[config.mk]
export PLATFORM = sky130hd
export DESIGN_NAME = uplink_uart_packer
export DESIGN_NICKNAME = d
export VERILOG_FILES = /design/src/rtl/mopshub_uart_pkg.sv /design/src/rtl/uplink_frame_fifo.sv /design/src/rtl/uplink_uart_packer.sv
export SDC_FILE = /design/constraint.sdc
export NUM_CORES = 1
export LEC_CHECK = 0
export CORE_ASPECT_RATIO = 0.8
export CORE_MARGIN = 2
export CORE_UTILIZATION = 51
export DETAILED_ROUTE_END_ITERATION = 12
export PLACE_DENSITY = 0.73
export SETUP_SLACK_MARGIN = 0.02
export SLEW_MARGIN = 20
export SYNTH_ARGS = -nofsm -noshare
export SYNTH_HDL_FRONTEND = slang
export SYNTH_HIERARCHICAL = 1
export SYNTH_SLANG_ARGS = --single-unit
[constraint.sdc]
create_clock -name clk_40_m -period 4.9 [get_ports clk_40_m]
set_input_delay 0.735 -clock clk_40_m [delete_from_list [all_inputs] [get_ports clk_40_m]]
set_output_delay 0.735 -clock clk_40_m [all_outputs]
set_load 0.01 [all_outputs]
[src/rtl/mopshub_uart_pkg.sv]
// Shared types for the uplink UART packer: buffered frame layout, packet
// length, packer FSM states and the packet byte selector.
package mopshub_uart_pkg;

  typedef struct packed {
    logic [4:0]  bus;
    logic [75:0] data;
  } uplink_frame_t;

  localparam int unsigned PKT_BYTES     = 13;
  localparam logic [3:0]  LAST_BYTE_IDX = 4'(PKT_BYTES - 1);

  typedef enum logic [2:0] {IDLE, LOAD, SEND, WAIT, DONE} pack_state_t;

  // Byte idx of the packet for frame f; idx 12 carries the running checksum.
  function automatic logic [7:0] pkt_byte(input uplink_frame_t f,
                                          input logic [3:0]    idx,
                                          input logic [7:0]    csum,
                                          input logic [7:0]    sync);
    logic [3:0] rev;
    rev = 4'd11 - idx;
    case (idx)
      4'd0:    pkt_byte = sync;
      4'd1:    pkt_byte = {3'b000, f.bus};
      4'd2:    pkt_byte = {4'b0000, f.data[75:72]};
      4'd12:   pkt_byte = csum;
      default: pkt_byte = 8'(f.data >> {rev, 3'b000});
    endcase
  endfunction

endpackage

[src/rtl/uplink_frame_fifo.sv]
// Synchronous FIFO of uplink frames; extra pointer MSB separates full from
// empty. Push while full and pop while empty are ignored.
module uplink_frame_fifo
  import mopshub_uart_pkg::*;
#(
  parameter int unsigned DEPTH = 4
) (
  input  logic          clk_40_m,
  input  logic          rst,
  input  logic          push,
  input  uplink_frame_t push_data,
  input  logic          pop,
  output uplink_frame_t head,
  output logic          full,
  output logic          empty
);

  localparam int unsigned AW      = $clog2(DEPTH);
  localparam logic [AW:0] PTR_ONE = 1;

  uplink_frame_t mem_q [DEPTH];
  logic [AW:0]   wr_ptr_q, wr_ptr_d;
  logic [AW:0]   rd_ptr_q, rd_ptr_d;
  logic          do_push, do_pop;

  assign empty   = (wr_ptr_q == rd_ptr_q);
  assign full    = (wr_ptr_q[AW] != rd_ptr_q[AW]) &&
                   (wr_ptr_q[AW-1:0] == rd_ptr_q[AW-1:0]);
  assign do_push = push && !full;
  assign do_pop  = pop && !empty;
  assign head    = mem_q[rd_ptr_q[AW-1:0]];

  always_comb begin
    wr_ptr_d = wr_ptr_q;
    rd_ptr_d = rd_ptr_q;
    if (do_push) wr_ptr_d = wr_ptr_q + PTR_ONE;
    if (do_pop)  rd_ptr_d = rd_ptr_q + PTR_ONE;
  end

  always_ff @(posedge clk_40_m) begin
    if (!rst) begin
      wr_ptr_q <= '0;
      rd_ptr_q <= '0;
    end else begin
      wr_ptr_q <= wr_ptr_d;
      rd_ptr_q <= rd_ptr_d;
    end
  end

  always_ff @(posedge clk_40_m) begin
    if (do_push) mem_q[wr_ptr_q[AW-1:0]] <= push_data;
  end

endmodule

[src/rtl/uplink_uart_packer.sv]
// Buffers received uplink CAN frames and streams each one to the UART as a
// 13-byte packet: sync, bus, payload MSB first, XOR checksum of bytes 1..11.
//
// state | meaning
// IDLE  | waiting for a buffered frame
// LOAD  | pop head frame into shadow, clear checksum and byte index
// SEND  | present byte[idx], pulse tx_uart_dv, arm handshake timer
// WAIT  | wait for tx_uart_done, or abandon packet on timer expiry
// DONE  | count the completed packet and release busy
module uplink_uart_packer
  import mopshub_uart_pkg::*;
#(
  parameter int unsigned FIFO_DEPTH   = 4,
  parameter logic [7:0]  SYNC_BYTE    = 8'hAA,
  parameter logic [15:0] DONE_TIMEOUT = 16'd8000
) (
  input  logic        clk_40_m,
  input  logic        rst,
  input  logic        frame_dv,
  input  logic [75:0] frame_data,
  input  logic [4:0]  frame_bus,
  output logic [7:0]  tx_uart_data,
  output logic        tx_uart_dv,
  input  logic        tx_uart_done,
  output logic        busy,
  output logic        fifo_full,
  output logic [7:0]  drop_cnt,
  output logic [15:0] pkt_cnt,
  output logic        timeout_err
);

  uplink_frame_t in_frame, head, shadow_q, shadow_d;
  logic          fifo_empty, fifo_pop;
  pack_state_t   state_q, state_d;
  logic [3:0]    idx_q, idx_d;
  logic [7:0]    csum_q, csum_d;
  logic [15:0]   tmo_q, tmo_d;
  logic [7:0]    data_q, data_d;
  logic          dv_q, dv_d;
  logic          busy_q, busy_d;
  logic [7:0]    drop_q, drop_d;
  logic [15:0]   pkt_q, pkt_d;
  logic          terr_q, terr_d;

  assign in_frame.bus  = frame_bus;
  assign in_frame.data = frame_data;
  assign fifo_pop      = (state_q == LOAD);

  uplink_frame_fifo #(.DEPTH(FIFO_DEPTH)) u_fifo (
    .clk_40_m  (clk_40_m),
    .rst       (rst),
    .push      (frame_dv),
    .push_data (in_frame),
    .pop       (fifo_pop),
    .head      (head),
    .full      (fifo_full),
    .empty     (fifo_empty)
  );

  always_comb begin
    state_d  = state_q;
    shadow_d = shadow_q;
    idx_d    = idx_q;
    csum_d   = csum_q;
    tmo_d    = tmo_q;
    data_d   = data_q;
    dv_d     = 1'b0;
    busy_d   = busy_q;
    drop_d   = drop_q;
    pkt_d    = pkt_q;
    terr_d   = terr_q;

    // Full is the pre-pop flag, so a frame arriving during a pop still drops.
    if (frame_dv && fifo_full && drop_q != 8'hFF) drop_d = drop_q + 8'd1;

    case (state_q)
      IDLE: if (!fifo_empty) state_d = LOAD;
      LOAD: begin
        shadow_d = head;
        csum_d   = 8'h00;
        idx_d    = 4'd0;
        busy_d   = 1'b1;
        state_d  = SEND;
      end
      SEND: begin
        data_d = pkt_byte(shadow_q, idx_q, csum_q, SYNC_BYTE);
        dv_d   = 1'b1;
        if (idx_q != 4'd0 && idx_q != LAST_BYTE_IDX) csum_d = csum_q ^ data_d;
        tmo_d   = DONE_TIMEOUT;
        state_d = WAIT;
      end
      WAIT: begin
        // dv_q is still high in the first WAIT cycle; a done there is too early.
        if (tx_uart_done && !dv_q) begin
          if (idx_q == LAST_BYTE_IDX) begin
            state_d = DONE;
          end else begin
            idx_d   = idx_q + 4'd1;
            state_d = SEND;
          end
        end else if (tmo_q <= 16'd1) begin
          terr_d  = 1'b1;
          busy_d  = 1'b0;
          state_d = IDLE;
        end else begin
          tmo_d = tmo_q - 16'd1;
        end
      end
      DONE: begin
        pkt_d   = pkt_q + 16'd1;
        busy_d  = 1'b0;
        state_d = IDLE;
      end
      default: state_d = IDLE;
    endcase
  end

  always_ff @(posedge clk_40_m) begin
    if (!rst) begin
      state_q  <= IDLE;
      shadow_q <= '0;
      idx_q    <= '0;
      csum_q   <= '0;
      tmo_q    <= '0;
      data_q   <= '0;
      dv_q     <= 1'b0;
      busy_q   <= 1'b0;
      drop_q   <= '0;
      pkt_q    <= '0;
      terr_q   <= 1'b0;
    end else begin
      state_q  <= state_d;
      shadow_q <= shadow_d;
      idx_q    <= idx_d;
      csum_q   <= csum_d;
      tmo_q    <= tmo_d;
      data_q   <= data_d;
      dv_q     <= dv_d;
      busy_q   <= busy_d;
      drop_q   <= drop_d;
      pkt_q    <= pkt_d;
      terr_q   <= terr_d;
    end
  end

  assign tx_uart_data = data_q;
  assign tx_uart_dv   = dv_q;
  assign busy         = busy_q;
  assign drop_cnt     = drop_q;
  assign pkt_cnt      = pkt_q;
  assign timeout_err  = terr_q;

endmodule
# Yosys cells after proc, flatten, opt, wreduce, memory -nomap -nowiden
# Memory sizes are Yosys's and may differ from the RTL's. A register that Yosys moved wholly into a read port is not among the register bits.
# Index checks and enable logic that the tools add are counted.
classes:
  eq_ne: 20
  n_div: 0
  shift: 1
  n_bitwise: 2
  multipliers: 0
  n_addsub: 7
  n_reduce_logical: 24
  order_cmp: 1
  n_mux: 21
ops:
  columns: ["cell", "n"]
  rows:
  - ["$shr A76 B7 Y8", 1]
  - ["$mux W16", 2]
  - ["$pmux W16 S2", 1]
  - ["$pmux W8 S4", 1]
  - ["$add A16 B1 Y16 const B", 1]
  - ["$le A16 B1 Y1 const B", 1]
  - ["$mux W8", 2]
  - ["$pmux W8 S2", 1]
  - ["$sub A16 B1 Y16 const B", 1]
  - ["$ne A2 B2 Y1 const B", 7]
  - ["$mux W3", 4]
  - ["$pmux W3 S4", 1]
  - ["$reduce_and A3 Y1", 4]
  - ["$add A8 B1 Y8 const B", 1]
  - ["$mux W4", 2]
  - ["$ne A8 B8 Y1 const B", 1]
  - ["$pmux W4 S2", 1]
  - ["$xor A8 B8 Y8", 1]
  - ["$logic_and A1 B1 Y1", 7]
  - ["$add A3 B1 Y3 const B", 2]
  - ["$eq A3 B2 Y1 const B", 2]
  - ["$reduce_bool A2 Y1", 3]
  - ["$mux W1", 5]
  - ["$add A4 B1 Y4 const B", 1]
  - ["19 further kinds", 23]
word_totals:
  n_memories: 1
  ramBits: 324
  elab_cells: 89
  rom_bits: 0
  latchBits: 0
  inputBits: 85
  output_inout_bits: 36
  register_bits: 72
mem_list:
  columns: ["memory", "words", "width", "read_ports", "rd_ports_with_merged_regs", "wr", "line_no", "rtl"]
  rows:
  - ["u_fifo.mem_q", 4, 81, 1, 1, 1, "uplink_frame_fifo.sv:21", "uplink_frame_t mem_q [DEPTH];"]

# Longest topological paths before layout
# Gate-level depths: netlist of the first run.
depth:
  depth_word: 7
  mapped_depth: 10
  depth_no_buf: 7

# Hierarchy
# The synthesis of the first run kept the hierarchy.
modules_own_cells:
  columns: ["module", "seq_area_each_um2", "area_per_inst_um2", "instances", "cells_each"]
  rows:
  - ["uplink_frame_fifo", 9889.5, 12208.0, 1, 491]
  - ["uplink_uart_packer", 2942.8, 6641.4, 1, 803]

# Worst setup path before layout of the first run
# Ideal clock, no wire load.
synth_path:
  kind: "reg-to-reg"
  from: "register u_fifo.wr_ptr_q[0]"
  to: "memory u_fifo/mem_q[3][0] in the netlist's numbering, enable pin"
  synth_period_minus_slack_ps: 4909
  path_buffers: 0
  setup_ps: 521
  slack_ps: -9
  t_arrival_ps: 4389
  path_stages_with_launch: 4
  t_required_ps: 4379
  cell_sequence: "dfxtp_1 > xor2_1 > nor3_1 > nor2_1"
synth_via:
  elab_chain_len: 6
synth_lines:
  columns: ["item", "line_no", "rtl"]
  rows:
  - ["start, declared", "uplink_frame_fifo.sv:22", "logic [AW:0] wr_ptr_q, wr_ptr_d;"]
  - ["start signal, assigned", "uplink_frame_fifo.sv:45", "wr_ptr_q <= wr_ptr_d;"]
  - ["$eq A2 B2 Y1", "uplink_frame_fifo.sv:28", "(wr_ptr_q[AW-1:0] == rd_ptr_q[AW-1:0]);"]
  - ["$logic_and A1 B1 Y1", "uplink_frame_fifo.sv:27", "assign full = (wr_ptr_q[AW] != rd_ptr_q[AW]) &&"]
  - ["named net fifo_full", "uplink_uart_packer.sv:26", "output logic fifo_full,"]
  - ["$logic_not A1 Y1", "uplink_frame_fifo.sv:29", "assign do_push = push && !full;"]
  - ["$logic_and A1 B1 Y1", "uplink_frame_fifo.sv:29", null]
  - ["$mux W1", "uplink_frame_fifo.sv:51", "if (do_push) mem_q[wr_ptr_q[AW-1:0]] <= push_data;"]
  - ["$mux W1 (not written as such)", "uplink_frame_fifo.sv:51", null]
  - ["end, declared", "uplink_frame_fifo.sv:21", null]
# The timed path passes the listed nets, and every way through them passes these cells.

# Worst setup path in the final report of the first run
layout_path:
  from: "register idx_q[0]"
  to: "register csum_q[0]"
layout_via:
  elab_chain_len: 7
  word_cells_on_any_way: 16
  classes_between: "add/sub (1); eq/ne (5); shift (1); mux (4); bitwise (1); reduce/logical (4)"
layout_lines:
  columns: ["item", "line_no", "rtl"]
  rows:
  - ["start, declared", "uplink_uart_packer.sv:35", "logic [3:0] idx_q, idx_d;"]
  - ["start signal, assigned", "uplink_uart_packer.sv:134", "idx_q <= idx_d;"]
  - ["$sub A4 B4 Y4", "mopshub_uart_pkg.sv:21", "rev = 4'd11 - idx;"]
  - ["$shr A76 B7 Y8", "mopshub_uart_pkg.sv:27", "default: pkt_byte = 8'(f.data >> {rev, 3'b000});"]
  - ["$pmux W8 S4", "mopshub_uart_pkg.sv:22", "case (idx)"]
  - ["$mux W8", "uplink_uart_packer.sv:76", "case (state_q)"]
  - ["$xor A8 B8 Y8", "uplink_uart_packer.sv:88", "if (idx_q != 4'd0 && idx_q != LAST_BYTE_IDX) csum_d = csum_q ^ data_d;"]
  - ["$mux W8", "uplink_uart_packer.sv:88", null]
  - ["$pmux W8 S2", "uplink_uart_packer.sv:76", null]
  - ["end signal, assigned", "uplink_uart_packer.sv:135", "csum_q <= csum_d;"]
  - ["end, declared", "uplink_uart_packer.sv:36", "logic [7:0] csum_q, csum_d;"]
# Several ways; a longest one is shown, not always the timed one. The select of a mux whose other input is x is not followed.
# A chain may end at the register's enable or synchronous reset.

==> qor.yml, run 1 <==
run_status:
  outcome: "complete, no violations"
synth:
  synth_edf_count: 324
  ys_seq_area_frac: 0.681
  synth_area_leaders: "edfxtp_1 (52%), dfxtp_1 (16%), mux4_2 (10%), nand2_1 (3.7%), a21oi_1 (2.9%)"
  ys_top_cells_by_count: "edfxtp_1 (324), nand2_1 (188), dfxtp_1 (155)"
  synth_cell_types: 64
  syn_area_per_cell_um2: 14.6
  synth_largest_area_cell: "edfxtp_1"
  synth_nets: 1394
  yosysMostFrequentCell: "edfxtp_1"
  syn_area_um2: 18800
  syn_inst: 1294
  async_flop_share: 0
  synth_ff_type: "edfxtp_1"
  synth-seq-cells: 479
  yosys_warnings: 6
  synth_top_cell_area_share: 0.516
placement:
  gp_congestion: 0.935
  dp_hpwl_mm: 25.0
  dp_cells: 1840
  place_area_um2: 20500
  numPortBuffers: 120
  pre_cts_slack_ns: 1.59
clock_tree:
  clk_pin_slew_worst_paths_ns: 0.06
  numCtsBuffers: 45
  cts_hold_buf: 0
  clkLatencyLatePin_ns: 0.56
  cts_root_buffer: "clkbuf_16"
  cts_tree: "done"
  numClockSinks: 479
  cts_buffer_depth: 3
  cts-htree-levels: 2
  cts_resized: 0
  cts_setup_buffers: 0
die:
  boundaryPins: 121
  start_util: 0.521
  die_width_um: 219
  fp.dieH_um: 176
  die-area_um2: 38500
  row_count: 62
  core_area_um2: 36100
timing:
  max_freq_ghz: 0.294
  setup_viol: 0
  period_share: 0.694
  finalHoldViolCount: 0
  setup_tns_ns: 0
  clock_skew_ns: 0.0115
  hold_slack_ns: 0.454
  final_max_slew_viol_count: 0
  rsz0062_at_grt: "false"
  worst_pin_slew_ns: 1.09
  slew_headroom: 0.272
  layout_setup_ws_ns: 1.50
  period_minus_slack_ns: 3.40
routing:
  drc: 0
  drt-pass1-iter-count: 5
  postRouteAntennaNets: 0
  wl_per_cell_um: 20.9
  avgViaCountPerCell: 5.81
  drt-initial-drc-count: 955
  drt-total-wl_mm: 40.2
  vias: 11187
job:
  maxCapViolations: 0
min_path:
  hold_path_class: "flip-flop to flip-flop"
final_layout:
  syn2layout_area_growth_pct: 17.2
  drive_above_1_share: 0.137
  layout.cells.non_filler: 1924
  multi_input_area_um2: 5680
  fill_cells: 2773
  final_area_um2: 22100
  antennaDiodeCount: 0
  fin_util: 0.611
  ff_latch_area_um2: 12800
  fin_nets: 1507
pwr:
  power_density_nw_per_um2: 515
  p_total_mw: 11.4
  leakagePower_nw: 7.12
  peakVddDrop_v: 0.000326
setup_path:
  critPathMaxFanout: 35
  critPathArrivalTime_ns: 3.89
  end_kind: "flip-flop"
  crit_type: "flip-flop to flip-flop"
  start_kind: "flip-flop"
  required_ns: 5.39
grt:
  grt_max_degree: 85
  grt-ovfl-total: 0
  grt_usage: 0.211
  grt_pass1_wl_mm: 62.4
  antenna_found_initial: 0
  grt_pass1_vias: 11124
[cell usage in the layout (no fill, tap or decap), types with 7 or more instances in the layout]
cell type,Yosys,final
xor2_1,15,15
edfxtp_1,324,324
clkbuf_16,0,50
a31oi_1,7,7
nor4_1,13,12
mux4_2,86,86
inv_1,17,17
ha_1,15,15
nand2_1,188,188
clkdlybuf4s50_1,0,120
buf_4,0,10
o21ai_0,15,15
xnor2_1,22,22
or3_1,13,13
clkinv_2,0,11
nand4_1,16,16
mux2i_1,32,32
nand3_1,18,18
dfxtp_1,155,152
nor3_1,13,13
a22oi_1,12,12
a21oi_1,108,108
nor2_1,56,55
[metal layers]
| layer | share of wire | track usage | up-vias |
|---|---|---|---|
| met4 | 0.024 | 0.0617 | 0 |
| met3 | 0.071 | 0.0413 | 60 |
| li1 | - | - | 5133 |
| met2 | 0.47 | 0.331 | 380 |
| met1 | 0.44 | 0.304 | 5614 |
| met5 | 0 | 0 | - |
[cell type report]
class | count | share of cell area
sequential | 479 | 0.581
inverter | 19 | 0.00334
clock buffer | 58 | 0.0603
multi-input combinational | 728 | 0.257
clock inverter | 26 | 0.00940
tap | 480 | 0.0272
timing repair buffer | 134 | 0.0614
[report_power, final]
| group | internal [mW] | switching, mW |
|---|---|---|
| Sequential | 4.96 | 0.393 |
| Combinational | 1.08 | 1.38 |
| Clock | 2.08 | 1.47 |
[state kept, by name, summed over array words and instances, names as in the netlist, named ones only]
register,flops
busy,1
csum_q,8
drop_cnt,8
idx_q,4
pkt_cnt,16
shadow_q,81
state_q,3
timeout_err,1
tmo_q,16
tx_uart_data,8
tx_uart_dv,1
u_fifo/mem_q,324
u_fifo/rd_ptr_q,3
u_fifo/wr_ptr_q,3
[worst paths after layout]
path                start            to  slack, ns  cells after the start
min          shadow_q[51]  shadow_q[51]       0.45                      2
min reg2reg  shadow_q[51]  shadow_q[51]       0.45                      2
max              idx_q[0]     csum_q[0]       1.50                      7
max reg2reg      idx_q[0]     csum_q[0]       1.50                      7
[logic make-up (layout without fill, tap and decap cells)]
| group | count (synthesis) | in the layout | synth area share |
|---|---|---|---|
| compound gates | 190 | 190 | 0.0614 |
| xor+xnor | 37 | 37 | 0.0172 |
| fa+ha+maj | 15 | 15 | 0.00996 |
| buf+inv | 87 | 237 | 0.0192 |
| flops | 479 | 479 | 0.681 |
| mux | 120 | 120 | 0.121 |
| simple gates | 366 | 366 | 0.0905 |
[critical path, stage by stage (launching register included)]
cell,delay [ns]
dfxtp_2,1.06
inv_1,0.26
ha_1,0.39
o31a_1,0.38
nor2_1,0.33
o221ai_1,0.27
or4_1,0.55
nand3_1,0.08
Note: power is estimated with default switching activity, not from simulation.
==> inputs of run 2 (changes only) <==
clock period = 2.86 ns   (was 4.9 ns; I/O delays follow)
==> qor.yml, run 2 (synthesized netlist as in run 1, its figures left out) <==
min_path:
  hold_path_class: "flip-flop to flip-flop"
  min_to: "tx_uart_data[3]"
  hold_depth: 2
  holdCritStartpoint: "tx_uart_data[3]"
die:
  start_util: 0.521
  die-area_um2: 38500
  fp.dieH_um: 176
  core_area_um2: 36100
  die_width_um: 219
  boundaryPins: 121
  row_count: 62
routing:
  wl_met1_mm: 17.8
  wl_met3_mm: 2.91
  postRouteAntennaNets: 0
  drt-pass1-iter-count: 5
  vias: 11250
  wl_met2_mm: 18.4
  wl_per_cell_um: 20.5
  drt-initial-drc-count: 1108
  top_layer: "met4"
  drc: 0
  avgViaCountPerCell: 5.79
  drt-total-wl_mm: 39.9
timing:
  setup_tns_ns: 0
  period_minus_slack_ns: 2.64
  period_share: 0.925
  slew_headroom: 0.469
  worst_pin_slew_ns: 0.797
  rsz0062_at_grt: "false"
  setup_viol: 0
  final_max_slew_viol_count: 0
  max_freq_ghz: 0.378
  clock_skew_ns: 0.0256
  hold_slack_ns: 0.454
  finalHoldViolCount: 0
setup_path:
  worst-r2r-setup-slack_ns: 0.37
  critPathMaxFanout: 7
  cp_top_family: "buffers and inverters"
  ff2ff_path_depth: 7
  critPathArrivalTime_ns: 2.22
  crit_type: "flip-flop to output port"
  start_kind: "flip-flop"
  slowest_delay_ns: 0.54
  path_buf_inv: 1
  required_ns: 2.43
  crit_slowest_cell: "clkdlybuf4s50_1"
  worstPathCellList: "xor2_1, nor3_1, clkdlybuf4s50_1"
  rr_endpoint: "csum_q[2]"
  timing.rr.start: "idx_q[0]"
  end_kind: "output port"
grt:
  grt_pass1_vias: 11043
  antenna_found_initial: 0
  grt_usage: 0.212
  grt_pass1_wl_mm: 62.7
  grt_max_degree: 86
  grt-ovfl-total: 0
clock_tree:
  cts_buffer_depth: 3
  cts_hold_buf: 0
  cts_resized: 0
  numCtsBuffers: 45
  cts-htree-levels: 2
  clkLatencyLatePin_ns: 0.57
  numClockSinks: 479
  clk_pin_slew_worst_paths_ns: 0.06
  cts_setup_buffers: 0
  cts_root_buffer: "clkbuf_16"
  cts_tree: "done"
final_layout:
  largest_register_ffs: 324
  layout_commonest_cell: "edfxtp_1"
  antennaDiodeCount: 0
  fin_nets: 1528
  final_cell_mix: "edfxtp_1 (324), nand2_1 (188), dfxtp_1 (152)"
  syn2layout_area_growth_pct: 18.5
  fin_util: 0.618
  drive_above_1_share: 0.148
  fill_cells: 2695
  final_area_um2: 22300
pwr:
  leakagePower_nw: 7.25
  peakVddDrop_v: 0.000563
  power_density_nw_per_um2: 874
placement:
  gp_congestion: 1.00
  numPortBuffers: 120
  dp_hpwl_mm: 25.9
  place_area_um2: 20800
run_status:
  outcome: "complete, no violations"
job:
  maxCapViolations: 0
-- run 2: cell types whose count changed in the layout (fill, tap and decap cells not counted), moves of 2 or more --
| cell | delta |
|---|---|
| buf_12 | +9 |
| buf_4 | +12 |
| bufinv_16 | -2 |
| clkbuf_1 | +4 |
| clkbuf_16 | -2 |
| clkbuf_8 | +4 |
| clkinv_1 | -4 |
| clkinvlp_2 | -2 |
| inv_4 | -2 |
-- run 2: worst max-delay path by stage --
stage | start | endpoint | slack, ns | cells past startpoint
finish | u_fifo/wr_ptr_q[0] | fifo_full | 0.22 | 3
global route | u_fifo/wr_ptr_q[0] | fifo_full | 0.09 | 3
global placement | idx_q[0] | csum_q[0] | 0.47 | 7
detailed placement | idx_q[0] | csum_q[0] | 0.40 | 7
floorplan | u_fifo/wr_ptr_q[0] | u_fifo/mem_q[3][0] | 0.20 | 3
CTS | u_fifo/wr_ptr_q[0] | fifo_full | 0.22 | 3
-- run 2: tightest hold or removal path, delay by kind of cell, from the launching register on --
family	cells	cell delay, ns
flip-flops	1	0.31
AND/OR/NAND/NOR	1	0.05
AO/OA/AOI/OAI	1	0.05
-- run 2: per-layer routing --
metal,GRT usage,up-vias
li1,-,5181
met1,0.314,5609
met5,0,-
met3,0.0367,58
met2,0.329,402
met4,0.0535,0
-- run 2: area by class of cell --
cell class | count | area (um2) | share of cell area
flip-flops and latches | 479 | 12800 | 0.575
clock buffers | 65 | 1360 | 0.0609
well taps | 480 | 601 | 0.0269
inverters | 19 | 72.6 | 0.00325
clock inverters | 18 | 159 | 0.00712
repair buffers | 155 | 1630 | 0.0728
multi-input cells | 728 | 5670 | 0.254
-- run 2: stage by stage --
stage | worst slack (ns) | total power, mW | std cells
floorplan | 0.203 | 12.2 | 1294
global placement | 0.471 | 13.6 | 1861
detailed placement | 0.401 | 13.7 | 1861
CTS | 0.217 | 19.7 | 1944
global route | 0.0876 | 20.4 | 1944
finish | 0.216 | 19.5 | 1944
-- run 2: report_power, final --
| group | switching [mW] | internal (mW) | leakage, nW |
|---|---|---|---|
| registers | 0.570 | 8.50 | 4.24 |
| clock network | 2.52 | 3.42 | 0.753 |
| logic | 2.52 | 1.98 | 2.26 |
